### config.mk
export PLATFORM = sky130hd
export DESIGN_NAME = ldpc_3gpp_enc_p3_ctrl
export DESIGN_NICKNAME = d
export VERILOG_FILES = /design/src/rtl/ldpc_3gpp_enc_types_pkg.sv /design/src/rtl/ldpc_3gpp_enc_nwords_calc.sv /design/src/rtl/ldpc_3gpp_enc_p3_ctrl.sv
export SDC_FILE = /design/constraint.sdc
export NUM_CORES = 1
export LEC_CHECK = 0
export BUFFER_PORTS_ARGS = -buffer_cell sky130_fd_sc_hd__buf_4
export CORE_MARGIN = 4
export CORE_UTILIZATION = 30
export CTS_BUF_LIST = sky130_fd_sc_hd__clkbuf_16
export CTS_CLUSTER_SIZE = 20
export DETAILED_ROUTE_END_ITERATION = 8
export PLACE_DENSITY = 0.54
export SYNTH_ARGS = -nofsm -noshare
export SYNTH_HDL_FRONTEND = slang
export SYNTH_SLANG_ARGS = --single-unit
### constraint.sdc
create_clock -name iclk -period 7.7 [get_ports iclk]
set_clock_uncertainty 0.05 [all_clocks]
set_input_delay 0.385 -clock iclk [delete_from_list [all_inputs] [get_ports iclk]]
set_output_delay 0.385 -clock iclk [all_outputs]
set_load 0.01 [all_outputs]
### src/rtl/ldpc_3gpp_enc_types_pkg.sv
// Shared LDPC 3GPP encoder types.
//   hb_zc_t     : expansion factor / word width (fits Zc up to 384)
//   strb_t      : frame/packet strobes travelling with Hb table reads
//   p3_state_t  : p3 controller FSM states
//   ceil_div    : ceil(n/d); a zero divisor is treated as 1 and the
//                 result is held at 1 or more, so that a job always has a word
package ldpc_3gpp_enc_types_pkg;

  localparam int cZC_W       = 9;
  localparam int cZC_MAX     = 384;
  localparam int cHB_ROW_MIN = 1;
  localparam int cHB_ROW_MAX = 46;

  typedef logic [cZC_W-1:0] hb_zc_t;

  typedef struct packed {
    logic sof;
    logic sop;
    logic eop;
    logic eof;
  } strb_t;

  typedef enum logic [1:0] {IDLE, WRITE, READ, DRAIN} p3_state_t;

  localparam logic [cZC_W:0] cONE = 1;

  function automatic logic [cZC_W:0] ceil_div(input hb_zc_t n, input hb_zc_t d);
    logic [cZC_W:0] dd;
    logic [cZC_W:0] q;
    dd = (d == '0) ? cONE : {1'b0, d};
    q  = ({1'b0, n} + dd - cONE) / dd;
    return (q == '0) ? cONE : q;
  endfunction

endpackage

### src/rtl/ldpc_3gpp_enc_nwords_calc.sv
// Registered words-per-row calculator: onwords = ceil(izc / W).
// W is pDAT_W, or idat_w when pUSE_VAR_DAT_W=1. The result is captured
// only on iload, so it stays fixed for the whole job.
//   iclk, ireset (sync, high), iclkena : clocking
//   iload                              : capture pulse (job start)
//   izc, idat_w                        : expansion factor, variable width
//   onwords                            : latched word count (1 tick latency)
module ldpc_3gpp_enc_nwords_calc
  import ldpc_3gpp_enc_types_pkg::*;
#(
  parameter int pADDR_W        = 8,
  parameter int pDAT_W         = 8,
  parameter int pUSE_VAR_DAT_W = 0
)(
  input  logic               iclk,
  input  logic               ireset,
  input  logic               iclkena,
  input  logic               iload,
  input  hb_zc_t             izc,
  input  hb_zc_t             idat_w,
  output logic [pADDR_W-1:0] onwords
);

  hb_zc_t             w_dat_w;
  logic [cZC_W:0]     w_q;
  logic [pADDR_W-1:0] r_nwords;

  assign w_dat_w = (pUSE_VAR_DAT_W != 0) ? idat_w : hb_zc_t'(pDAT_W);
  assign w_q     = ceil_div(izc, w_dat_w);
  assign onwords = r_nwords;

  always_ff @(posedge iclk) begin
    if (ireset)                r_nwords <= '0;
    else if (iclkena && iload) r_nwords <= pADDR_W'(w_q);
  end

endmodule

### src/rtl/ldpc_3gpp_enc_p3_ctrl.sv
// LDPC 3GPP encoder p3 controller. A job writes nwords p2 words, then
// reads the Hb table row-major (irow_num rows x nwords words), then waits
// for irow_num*nwords datapath outputs before pulsing odone.
//   iclk, ireset (sync, high), iclkena   : clocking
//   iused_zc, iused_dat_w, irow_num      : job geometry, latched on istart
//   istart, iwval, irval_p3              : job start, p2 word valid, p3 out valid
//   obusy, odone, oerr                   : status (oerr sticky until reset)
//   owrite4p2, owstart4p2                : p2 write strobes
//   ohb_raddr                            : Hb row address (table has 1-tick latency)
//   oread, orstart, orval, orstrb        : read controls, aligned with table data
module ldpc_3gpp_enc_p3_ctrl
  import ldpc_3gpp_enc_types_pkg::*;
#(
  parameter int pADDR_W        = 8,
  parameter int pDAT_W         = 8,
  parameter int pUSE_VAR_DAT_W = 0,
  parameter int pROW_W         = 6
)(
  input  logic              iclk,
  input  logic              ireset,
  input  logic              iclkena,
  input  hb_zc_t            iused_zc,
  input  hb_zc_t            iused_dat_w,
  input  logic [pROW_W-1:0] irow_num,
  input  logic              istart,
  input  logic              iwval,
  output logic              obusy,
  output logic              odone,
  output logic              oerr,
  output logic              owrite4p2,
  output logic              owstart4p2,
  output logic [pROW_W-1:0] ohb_raddr,
  output logic              oread,
  output logic              orstart,
  output logic              orval,
  output strb_t             orstrb,
  input  logic              irval_p3
);

  localparam int cCNT_W = pADDR_W + pROW_W;

  p3_state_t          r_state, w_next;
  logic [pROW_W-1:0]  r_rows, r_row;
  logic [pADDR_W-1:0] r_word, w_nwords;
  logic [cCNT_W-1:0]  r_dcnt, w_total;
  logic               r_err, r_oread, r_orstart;
  strb_t              r_strb;
  logic               w_start, w_wr, w_wlast, w_rlast, w_zero_rows;
  logic               w_drained, w_done, w_err_set, w_in_read;

  ldpc_3gpp_enc_nwords_calc #(
    .pADDR_W(pADDR_W), .pDAT_W(pDAT_W), .pUSE_VAR_DAT_W(pUSE_VAR_DAT_W)
  ) u_nwords (
    .iclk(iclk), .ireset(ireset), .iclkena(iclkena), .iload(w_start),
    .izc(iused_zc), .idat_w(iused_dat_w), .onwords(w_nwords)
  );

  assign w_in_read   = (r_state == READ);
  assign w_start     = iclkena & istart & (r_state == IDLE);
  assign w_wr        = iclkena & iwval & (r_state == WRITE);
  assign w_wlast     = (r_word == w_nwords - pADDR_W'(1));
  assign w_rlast     = (r_row == r_rows - pROW_W'(1));
  assign w_zero_rows = (r_rows == '0);
  assign w_total     = cCNT_W'(r_rows) * cCNT_W'(w_nwords);
  assign w_drained   = (r_dcnt == w_total);
  // A zero-row job ends on its last write; a normal job ends once drained.
  assign w_done      = (w_wr & w_wlast & w_zero_rows) |
                       (iclkena & (r_state == DRAIN) & w_drained);
  // istart in the done tick is dropped silently: the block is already idle
  // from the outside's point of view.
  assign w_err_set   = iclkena & ((istart & (r_state != IDLE) & ~w_done) |
                                  (iwval & (r_state != WRITE)) |
                                  (w_wr & w_wlast & w_zero_rows));

  // state register
  always_ff @(posedge iclk) begin
    if (ireset)       r_state <= IDLE;
    else if (iclkena) r_state <= w_next;
  end

  // next state
  always_comb begin
    w_next = r_state;
    case (r_state)
      IDLE:    if (istart) w_next = WRITE;
      WRITE:   if (iwval && w_wlast) w_next = w_zero_rows ? IDLE : READ;
      READ:    if (w_wlast && w_rlast) w_next = DRAIN;
      DRAIN:   if (w_drained) w_next = IDLE;
      default: w_next = IDLE;
    endcase
  end

  // outputs
  always_comb begin
    obusy      = (r_state != IDLE);
    owrite4p2  = w_wr;
    owstart4p2 = w_wr & (r_word == '0);
    odone      = w_done;
  end

  assign oerr      = r_err;
  assign ohb_raddr = r_row;
  assign oread     = r_oread;
  assign orval     = r_oread;
  assign orstart   = r_orstart;
  assign orstrb    = r_strb;

  // counters and the one-tick read pipeline that lines up with table data
  always_ff @(posedge iclk) begin
    if (ireset) begin
      r_rows    <= '0;
      r_row     <= '0;
      r_word    <= '0;
      r_dcnt    <= '0;
      r_err     <= 1'b0;
      r_oread   <= 1'b0;
      r_orstart <= 1'b0;
      r_strb    <= '0;
    end else if (iclkena) begin
      r_err      <= r_err | w_err_set;
      r_oread    <= w_in_read;
      r_orstart  <= w_in_read & (r_word == '0);
      r_strb.sof <= w_in_read & (r_row == '0) & (r_word == '0);
      r_strb.sop <= w_in_read & (r_word == '0);
      r_strb.eop <= w_in_read & w_wlast;
      r_strb.eof <= w_in_read & w_wlast & w_rlast;
      case (r_state)
        IDLE: if (istart) begin
          r_rows <= irow_num;
          r_row  <= '0;
          r_word <= '0;
          r_dcnt <= '0;
        end
        WRITE: if (iwval) r_word <= w_wlast ? '0 : r_word + pADDR_W'(1);
        READ: begin
          if (w_wlast) begin
            r_word <= '0;
            r_row  <= w_rlast ? '0 : r_row + pROW_W'(1);
          end else begin
            r_word <= r_word + pADDR_W'(1);
          end
        end
        default: ;
      endcase
      // Datapath results may come back while reads are still being issued.
      if ((r_state == READ || r_state == DRAIN) && irval_p3 && !w_drained)
        r_dcnt <= r_dcnt + cCNT_W'(1);
    end
  end

endmodule

## After elaboration in Yosys (flattened, before gate mapping)

Index checks and enable logic that the tools add are counted.

| word-level totals | value |
|---|---|
| register bits | 50 |
| bits of input ports | 30 |
| logic and storage cells | 96 |

| operators by class | value |
|---|---|
| add/subtract/negate cells | 7 |
| multiply operators | 1 |
| equality and inequality tests | 13 |
| multiplexer cells | 18 |
| bitwise gates (word level) | 23 |
| reductions and logical operators | 22 |

Operator list:

| cell | number |
|---|---|
| $mux 14 | 3 |
| $mux 8 | 3 |
| $pmux 8 s3 | 1 |
| $and 1x1->1 | 18 |
| $mux 6 | 3 |
| $add 14x1->14 const B | 1 |
| $eq 14x14->1 | 1 |
| $mul 6x8->14 | 1 |
| $logic_not 6->1 | 2 |
| $pmux 6 s2 | 1 |
| $add 9x4->10 const B | 1 |
| $logic_not 10->1 | 1 |
| $mux 2 | 5 |
| $sub 10x1->10 const B | 1 |
| $add 8x1->8 const B | 1 |
| $eq 8x8->1 | 1 |
| $logic_not 8->1 | 1 |
| $ne 2x2->1 const B | 4 |
| $pmux 2 s4 | 1 |
| $reduce_and 4->1 | 2 |
| $reduce_bool 2->1 | 4 |
| $sub 8x1->8 const B | 1 |
| $mux 7 | 1 |
| $add 6x1->6 const B | 1 |
| other kinds (14) | 25 |

## Longest topological paths before layout

Gate-level depths: netlist of run 1.

| logic depth | value |
|---|---|
| word-level depth | 11 |
| gate-level depth with buffers | 19 |

## Modules after synthesis

Synthesis of run 1 repeated with hierarchy kept, for this count alone.

| second synthesis, totals | value |
|---|---|
| cells, all modules | 575 |
| area total of the unflattened synthesis | 4,678.2 µm² |

By module, submodules not included:

| module | times used | cells an instance | area an instance (µm²) | sequential area each (µm²) |
|---|---|---|---|---|
| ldpc_3gpp_enc_p3_ctrl | 1 | 526 | 4,247.8 | 840.8 |
| ldpc_3gpp_enc_nwords_calc | 1 | 49 | 430.4 | 140.1 |

## Least setup slack after synthesis of run 1

Ideal clock, no wire load.

| timing path | value |
|---|---|
| path type | reg2reg |
| start point | register u_nwords.r_nwords[2] (netlist: u_nwords.onwords[2]) |
| end point | register r_dcnt[13] |
| setup time | 0.120 ns |
| arrival time | 4.598 ns |
| data required time | 7.530 ns |
| setup slack | 2.933 ns |
| stages on the path, launching flop included | 16 |
| path buffers | 1 |
| clock period less this slack | 4.767 ns |
| cells stage by stage | dfxtp_1 > clkbuf_1 > nand2_1 > fa_1 > fa_1 > fa_1 > inv_1 > ha_1 > a21oi_1 > and2_1 > a21oi_1 > o31ai_1 > nor4b_1 > a2111oi_0 > nand3_1 > mux2i_1 |

| between the ends | value |
|---|---|
| cells in the longest elaborated chain, start to end | 6 |
| elaborated cells between the ends (all ways) | 8 |
| classes of those cells | 1 x mul; 1 x eq/ne; 1 x mux; 5 x reduce/logical |

Ends and longest elaborated chain:

| element | line | RTL |
|---|---|---|
| start: declaration | ldpc_3gpp_enc_nwords_calc.sv:26 | `logic [pADDR_W-1:0] r_nwords;` |
| start signal: assignment | ldpc_3gpp_enc_nwords_calc.sv:34 | `else if (iclkena && iload) r_nwords <= pADDR_W'(w_q);` |
| $mul 6x8->14 * | ldpc_3gpp_enc_p3_ctrl.sv:64 | `assign w_total = cCNT_W'(r_rows) * cCNT_W'(w_nwords);` |
| $eq 14x14->1 * | ldpc_3gpp_enc_p3_ctrl.sv:65 | `assign w_drained = (r_dcnt == w_total);` |
| $logic_not 1->1 * | ldpc_3gpp_enc_p3_ctrl.sv:146 | `if ((r_state == READ \|\| r_state == DRAIN) && irval_p3 && !w_drained)` |
| $logic_and 1x1->1 * | ldpc_3gpp_enc_p3_ctrl.sv:146 |  |
| $reduce_bool 2->1 (no source line) | - |  |
| $reduce_and 3->1 (no source line) | - |  |
| end signal: assignment | ldpc_3gpp_enc_p3_ctrl.sv:147 | `r_dcnt <= r_dcnt + cCNT_W'(1);` |
| end: declaration | ldpc_3gpp_enc_p3_ctrl.sv:45 | `logic [cCNT_W-1:0] r_dcnt, w_total;` |

Every way passes the cells marked *; elsewhere a longest branch is shown, timed or not.
A chain may end at the register's enable or synchronous reset.

## Worst setup path after layout of run 1

| timing path | value |
|---|---|
| start point | register r_rows[4] |
| end point | register r_dcnt[13] |

| between the ends | value |
|---|---|
| cells in the longest elaborated chain, start to end | 6 |
| elaborated cells between the ends (all ways) | 8 |
| classes of those cells | 1 x mul; 1 x eq/ne; 1 x mux; 5 x reduce/logical |

Ends and longest elaborated chain:

| element | line | RTL |
|---|---|---|
| start: declaration | ldpc_3gpp_enc_p3_ctrl.sv:43 | `logic [pROW_W-1:0] r_rows, r_row;` |
| start signal: assignment | ldpc_3gpp_enc_p3_ctrl.sv:129 | `r_rows <= irow_num;` |
| $mul 6x8->14 * | ldpc_3gpp_enc_p3_ctrl.sv:64 |  |
| $eq 14x14->1 * | ldpc_3gpp_enc_p3_ctrl.sv:65 |  |
| $logic_not 1->1 * | ldpc_3gpp_enc_p3_ctrl.sv:146 |  |
| $logic_and 1x1->1 * | ldpc_3gpp_enc_p3_ctrl.sv:146 |  |
| $reduce_bool 2->1 (no source line) | - |  |
| $reduce_and 3->1 (no source line) | - |  |

Marked as above.

==> run metrics, run 1 <==
status=complete, no violations; Multi-input gate area=0.00314 sq mm; leakage=2.14 nW; Setup violations, final=0; f_max=186 MHz; worst endpoint data arrival time=5.51 ns; Port Buffer Count=38; CP Data Required Time=7.83 ns; clock buffer count from CTS=5; Initial Util=31.1%; htree depth=2; DRC=0; core area=0.0140 sq mm; Setup crit end kind=register; R2R Path Start=r_rows[4]; Yosys reg bits=49; Final min period=5.38 ns; clk slew on worst S/H paths=0.08 ns; Layout area overhead=13.7%; hold_sp=irow_num[4]; clk buf depth=2; Yosys top cell area share=22.5%; DR WL/cell=14.5 um; post-cts hold buffer count=0; Hold EP=r_rows[4]; iteration count of the initial detailed-routing pass=4; P_int=468 uW; Setup TNS=0 ns; cells after synthesis=546; Worst Hold Class=in2reg; Hold Fails Final Rpt=0; CP startpoint kind=register; final WL=10,800 um; top-count cell post-synth=nand2_1; Clock Sinks=49; root buffer cell=clkbuf_16; Die ar.=0.0165 sq mm; Sw Pwr=190 uW; main combinational cell family by area after synthesis=simple AND/OR/NAND/NOR gates; share of post-route cells with drive strength above 1=9.68%; I/O Pins=48; RSZ-0062 raised after global routing=no; synth top area cells=dfxtp_1 22%, ha_1 10%, fa_1 9.6%, nand2_1 6.5%, xnor2_1 6.0%; Switching Fraction=28.9%; post-synthesis xor/xnor area fraction=9.63%; ys async rst share=0%; Sequential Area=981 sq um; largest net degree at the start of global routing=28; Rows=43; RD Place Congestion=0.809; worst reg2reg setup slack=2.32 ns; Reg2Reg Depth=14; Max-Cap Viols=0; mux contribution to synthesized area=3.67%; Tcrit/Tclk final=69.9%; post-synthesis sequential area ratio=22.5%; Post-CTS Setup Repair Bufs=0; CTS tree=built; top cells by count, synth=76 x nand2_1, 49 x dfxtp_1, 46 x nor2_1, 38 x inv_1, 35 x ha_1; initial antenna violation count=0; post-synthesis simple-gate area fraction=26.2%; Rel. slew slack=25.1%; peak supply drop=0.132 mV; CP Max Fanout=11; Final Max Tran Viols=0; post-synthesis compound-gate area fraction=12.6%; Post-synth top flop=dfxtp_1; Mapped Nets=632; initial detailed-routing violation count=168; Reg-to-Reg End=r_dcnt[13]; Clk pwr share=39.3%; Hold Crit Depth=3; power density over cell area=133 mW/mm^2; Die X-Extent=129 um; Post-Synth Adder-Cell Area=19.7%; Fillers=1,450; Worst Max-Slew Pin Slew=1.12 ns; worst skew pair latency=0.29 ns; final net count=653; via count=3,738; hpwl dp=8440 um; Post-synth EDFFs=0; Ant. Diodes=0; global-route wire length before repair=18,100 um; Yosys top cell by area=dfxtp_1; Gates resized, CTS repair=0; combinational power share=18.6%; antenna viol nets, final=0; post-synth cell types=50; GRT Overall Usage=13.2%; vias per cell=5.00; Die Ht=129 um; Avg Synthesized Cell Area=7.99 sq um; number of synthesis warnings=0; final core occ=35.3%; Setup CP Type=reg2reg; number of global-route vias before repair=3,778; total grt overflow=0; Seq pwr share=42.1%; synthesized area=0.00436 sq mm
[stage by stage]
stage	instances	power (mW)	cell area, sq um	hold WS (ns)	worst slack [ns]
6_report	748	0.659	4960	0.293	2.32
2_1_floorplan	546	0.369	4360	0.404	2.93
3_3_place_gp	740	0.404	4790	0.402	2.38
5_1_grt	748	0.691	4960	0.297	1.86
3_5_place_dp	740	0.406	4790	0.406	2.27
4_1_cts	748	0.668	4960	0.290	2.24
[worst max-delay path: stages, from the launching register on]
cell and delay [ns]:
dfxtp_1 0.61, nand2_1 0.14, fa_1 0.51, fa_1 0.52
fa_1 0.56, inv_1 0.06, ha_1 0.37, a21oi_1 0.18
and2_1 0.23, a21oi_1 0.09, o31ai_1 0.42, nor4b_1 0.14
a2111oi_1 1.03, nand3_1 0.20, mux2i_1 0.16
[state kept, by name, summed over array words and instances, names as in the netlist, named ones only]
register and cells:
u_nwords.onwords 7, orstrb 4, oread 1, ohb_raddr 6, r_word 8, r_state 1
r_dcnt 14, oerr 1, r_rows 6
[power groups by stage]
stage                     clock [mW]  sequential [mW]  combinational (mW)
after floorplan                    0            0.271              0.0982
after global placement             0            0.283               0.121
after detailed placement           0            0.283               0.123
after CTS                      0.267            0.277               0.123
after global routing           0.275            0.279               0.137
final                          0.259            0.278               0.123
[metal layers]
layer	up-vias	global-route usage, %	routed length [um]
li1	1889	-	-
met1	1774	17.1	5150
met2	65	23.0	5160
met3	10	2.08	364
met4	0	3.40	142
met5	-	0	0
[worst max-delay path by stage]
stage / from / to / slack [ns] / cells past startpoint
6_report: r_rows[4] / r_dcnt[13] / 2.32 / 14
5_1_grt: r_rows[4] / r_dcnt[9] / 1.86 / 14
2_1_floorplan: u_nwords.onwords[2] / r_dcnt[13] / 2.93 / 15
3_3_place_gp: u_nwords.onwords[3] / r_dcnt[13] / 2.38 / 14
3_5_place_dp: r_rows[4] / r_dcnt[9] / 2.27 / 14
4_1_cts: u_nwords.onwords[3] / r_dcnt[9] / 2.24 / 14
[cells in the final DEF, fill, tap and decap left out, drive strengths merged, types with 3 or more instances in the layout]
master,count
a211o,3
a211oi,11
a21o,6
a21oi,30
and2,17
and3,8
buf,40
clkbuf,5
dfxtp,49
fa,21
ha,35
inv,39
mux2i,16
nand2,76
nand2b,16
nand3,21
nand3b,4
nand4,12
nor2,46
nor3,8
nor4,7
o21ai,13
o31ai,3
or3,6
xnor2,30
xor2,18
[cells by family after synthesis]
| logic type | count (synthesis) |
|---|---|
| flops | 49 |
| simple gates | 231 |
| mux | 16 |
| xor+xnor | 48 |
| fa+ha+maj | 56 |
| compound gates | 82 |
| buf+inv | 64 |
[layout make-up]
| class | count | area share, % |
|---|---|---|
| Multi-Input combinational cell | 433 | 63.3 |
| Sequential cell | 49 | 19.8 |
| Timing Repair Buffer | 40 | 6.05 |
| Tap cell | 180 | 4.54 |
| Inverter | 38 | 2.87 |
| Clock buffer | 5 | 2.52 |
| Clock inverter | 3 | 0.983 |
Note: power is estimated with default switching activity, not from simulation.
==> run 2, diff against run 1 <==
--- a/config.mk
+++ b/config.mk
@@ -11,7 +11,7 @@
 export CTS_BUF_LIST = sky130_fd_sc_hd__clkbuf_16
 export CTS_CLUSTER_SIZE = 20
 export DETAILED_ROUTE_END_ITERATION = 8
-export PLACE_DENSITY = 0.54
+export PLACE_DENSITY = 0.56
 export SYNTH_ARGS = -nofsm -noshare
 export SYNTH_HDL_FRONTEND = slang
 export SYNTH_SLANG_ARGS = --single-unit
==> constraint.sdc (replaced) <==
create_clock -name iclk -period 4.9 [get_ports iclk]
set_clock_uncertainty 0.05 [all_clocks]
set_input_delay 0.245 -clock iclk [delete_from_list [all_inputs] [get_ports iclk]]
set_output_delay 0.245 -clock iclk [all_outputs]
set_load 0.01 [all_outputs]
==> run 2 against run 1 <==
Net effect:
- sequential share of layout area decreased by 0.23 points
- sequential power rose by 53%
- combinational power increased by 82%
- design area rose by 2.4%
- global-route usage up 0.37 points
- critical endpoint is now odone
- largest cell class unchanged
==> run metrics, run 2 (synthesized netlist as in run 1, its figures left out) <==
f_max=215 MHz; leakage=2.22 nW (was 2.14 nW); slowest CP cell=fa_1 (was a2111oi_1); CP startpoint kind=register (unchanged); initial antenna violation count=0 (unchanged); most frequent cells in the layout=76 x nand2_1, 53 x buf_4, 46 x nor2_1 (was 76 x nand2_1, 49 x dfxtp_1, 46 x nor2_1); max FFs per register=14 (unchanged); CP Max Fanout=9 (was 11); via count=3,774 (was 3,738); antenna viol nets, final=0 (unchanged); core area=0.0140 sq mm (unchanged); pre-CTS setup slack=0.136 ns (was 2.27 ns); initial detailed-routing violation count=187 (was 168); total grt overflow=0 (unchanged); CTS tree=built (unchanged); worst endpoint data arrival time=4.36 ns (was 5.51 ns); iteration count of the initial detailed-routing pass=4 (unchanged); Die Ht=129 um (unchanged); Crit path top cell by count=ha_1 (was fa_1); GRT busiest layer=met2 (unchanged); power density over cell area=195 mW/mm^2 (was 133 mW/mm^2); final WL=10,800 um (about the same); htree depth=2 (unchanged); status=complete, no violations (unchanged); clk buf depth=2 (unchanged); Setup violations, final=0 (unchanged); Hold Fails Final Rpt=0 (unchanged); Tcrit/Tclk final=94.9%; Worst Hold Class=in2reg (unchanged); Ant. Diodes=0 (unchanged); clk slew on worst S/H paths=0.06 ns (was 0.08 ns); Rel. slew slack=41.6% (was 25.1%); Port Buffer Count=38 (unchanged); CP Data Required Time=4.61 ns (was 7.83 ns); Die ar.=0.0165 sq mm (unchanged); Layout area overhead=16.5% (was 13.7%); share of post-route cells with drive strength above 1=14.1% (was 9.68%); global-route wire length before repair=18,600 um (was 18,100 um); Initial Util=31.1% (unchanged); DRC=0 (unchanged); I/O Pins=48 (unchanged); Final Max Tran Viols=0 (unchanged); peak supply drop=0.120 mV (was 0.132 mV); vias per cell=4.95 (was 5.00); critical path, cell by cell=buf_4 > nand2_1 > fa_1 > inv_1 > ha_1 > ha_1 > ha_1 > fa_1 > xnor2_1 > xnor2_1 > nor4_2 > nand4_1 > nor3_2 > nand3_1 > o21ai_0 > buf_4 (was nand2_1 > fa_1 > fa_1 > fa_1 > inv_1 > ha_1 > a21oi_1 > and2_1 > a21oi_1 > o31ai_1 > nor4b_1 > a2111oi_1 > nand3_1 > mux2i_1); Clock Sinks=49 (unchanged); Setup CP Type=reg2out (was reg2reg); Top reg by flops=r_dcnt (unchanged); Worst Max-Slew Pin Slew=0.871 ns (was 1.12 ns); RD Place Congestion=0.839 (was 0.809); Setup crit end kind=output port (was register); final core occ=36.2% (was 35.3%); final net count=667 (was 653); slowest cell delay on critical path=0.54 ns (was 1.03 ns); root buffer cell=clkbuf_16 (unchanged); RSZ-0062 raised after global routing=no (unchanged); commonest non-fill, non-tap cell in the layout=nand2_1 (unchanged); met2 usage=22.8% (was 23.0%); Setup TNS=0 ns (unchanged); clock buffer count from CTS=5 (unchanged); met1 GRT Util=18.4% (was 17.1%); worst skew pair latency=0.29 ns (about the same); Rows=43 (unchanged); post-cts hold buffer count=0 (unchanged); Max-Cap Viols=0 (unchanged); M3 GR Usage=1.87% (was 2.08%); GRT Overall Usage=13.6% (was 13.2%); hpwl dp=8660 um (was 8440 um); Die X-Extent=129 um (unchanged); post-route setup slack=0.250 ns (was 2.32 ns); number of global-route vias before repair=3,918 (was 3,778); Final min period=4.65 ns; largest net degree at the start of global routing=28 (unchanged); DR WL/cell=14.2 um (was 14.5 um)
-- run 2: cell types whose count changed in the layout (fill, tap and decap cells not counted), moves of 2 or more --
cell / previous run / this run
buf_4: 40 / 53
dfxtp_1: 49 / 41
dfxtp_2: 0 / 7
clkinv_2: 0 / 2
-- run 2: what timing repair did --
item / 4_1_cts / 5_1_grt
pin swaps: 0 / 2
buffers inserted: 0 / 1
setup endpoints to repair: 1 / 17
gates resized for setup: 2 / 13
endpoints found under the hold margin: 0 / 0
-- run 2: worst paths after layout --
check                                    startpoint    endpoint  slack (ns)  cells after the start
worst max-delay path                      r_rows[2]       odone        0.25                     16
worst min-delay path                    irow_num[1]   r_rows[1]        0.15                      3
worst max register to register  u_nwords.onwords[5]  r_dcnt[13]        0.38                     16
worst min register to register            orstrb[0]   orstrb[0]        0.42                      2
-- run 2: report_power, final --
part           total [mW]  leakage, nW  switching [mW]  internal (mW)
Clock               0.341       0.0748           0.155          0.186
Sequential          0.426        0.400          0.0172          0.409
Combinational       0.224         1.75           0.126         0.0974
Total               0.991         2.22           0.298          0.693
-- run 2: layout make-up --
cell class / instances / area [sq um]
Multi-Input combinational cell: 433 / 3170
Inverter: 38 / 143
Clock inverter: 3 / 13.8
Sequential cell: 49 / 993
Timing Repair Buffer: 54 / 418
Fill cell: 1437 / 8960
Clock buffer: 5 / 125
Tap cell: 180 / 225
-- run 2: layer usage --
metal,wire length [um],up-vias
li1,-,1920
met1,5280,1783
met2,5010,61
met3,352,10
met4,181,0
met5,0,-
-- run 2: critical path: cells and delay by family, from the launching register on --
family                     cells  cell delay, ns
adders and majority gates      5            1.76
and+or+nand+nor                5            1.00
DFF                            1            0.39
buffers and inverters          3            0.39
xor gates and xnor gates       2            0.35
AOI/OAI and AO/OA              1            0.18
-- run 2: metrics by stage --
step           power [mW]  hold slack, ns  cell area [sq um]  instances
3_5_place_dp        0.652           0.402               4900        753
6_report            0.991           0.149               5080        762
4_1_cts             0.994           0.147               5040        761
5_1_grt              1.05           0.160               5080        762
3_3_place_gp        0.645           0.399               4900        753
2_1_floorplan       0.579           0.331               4360        546
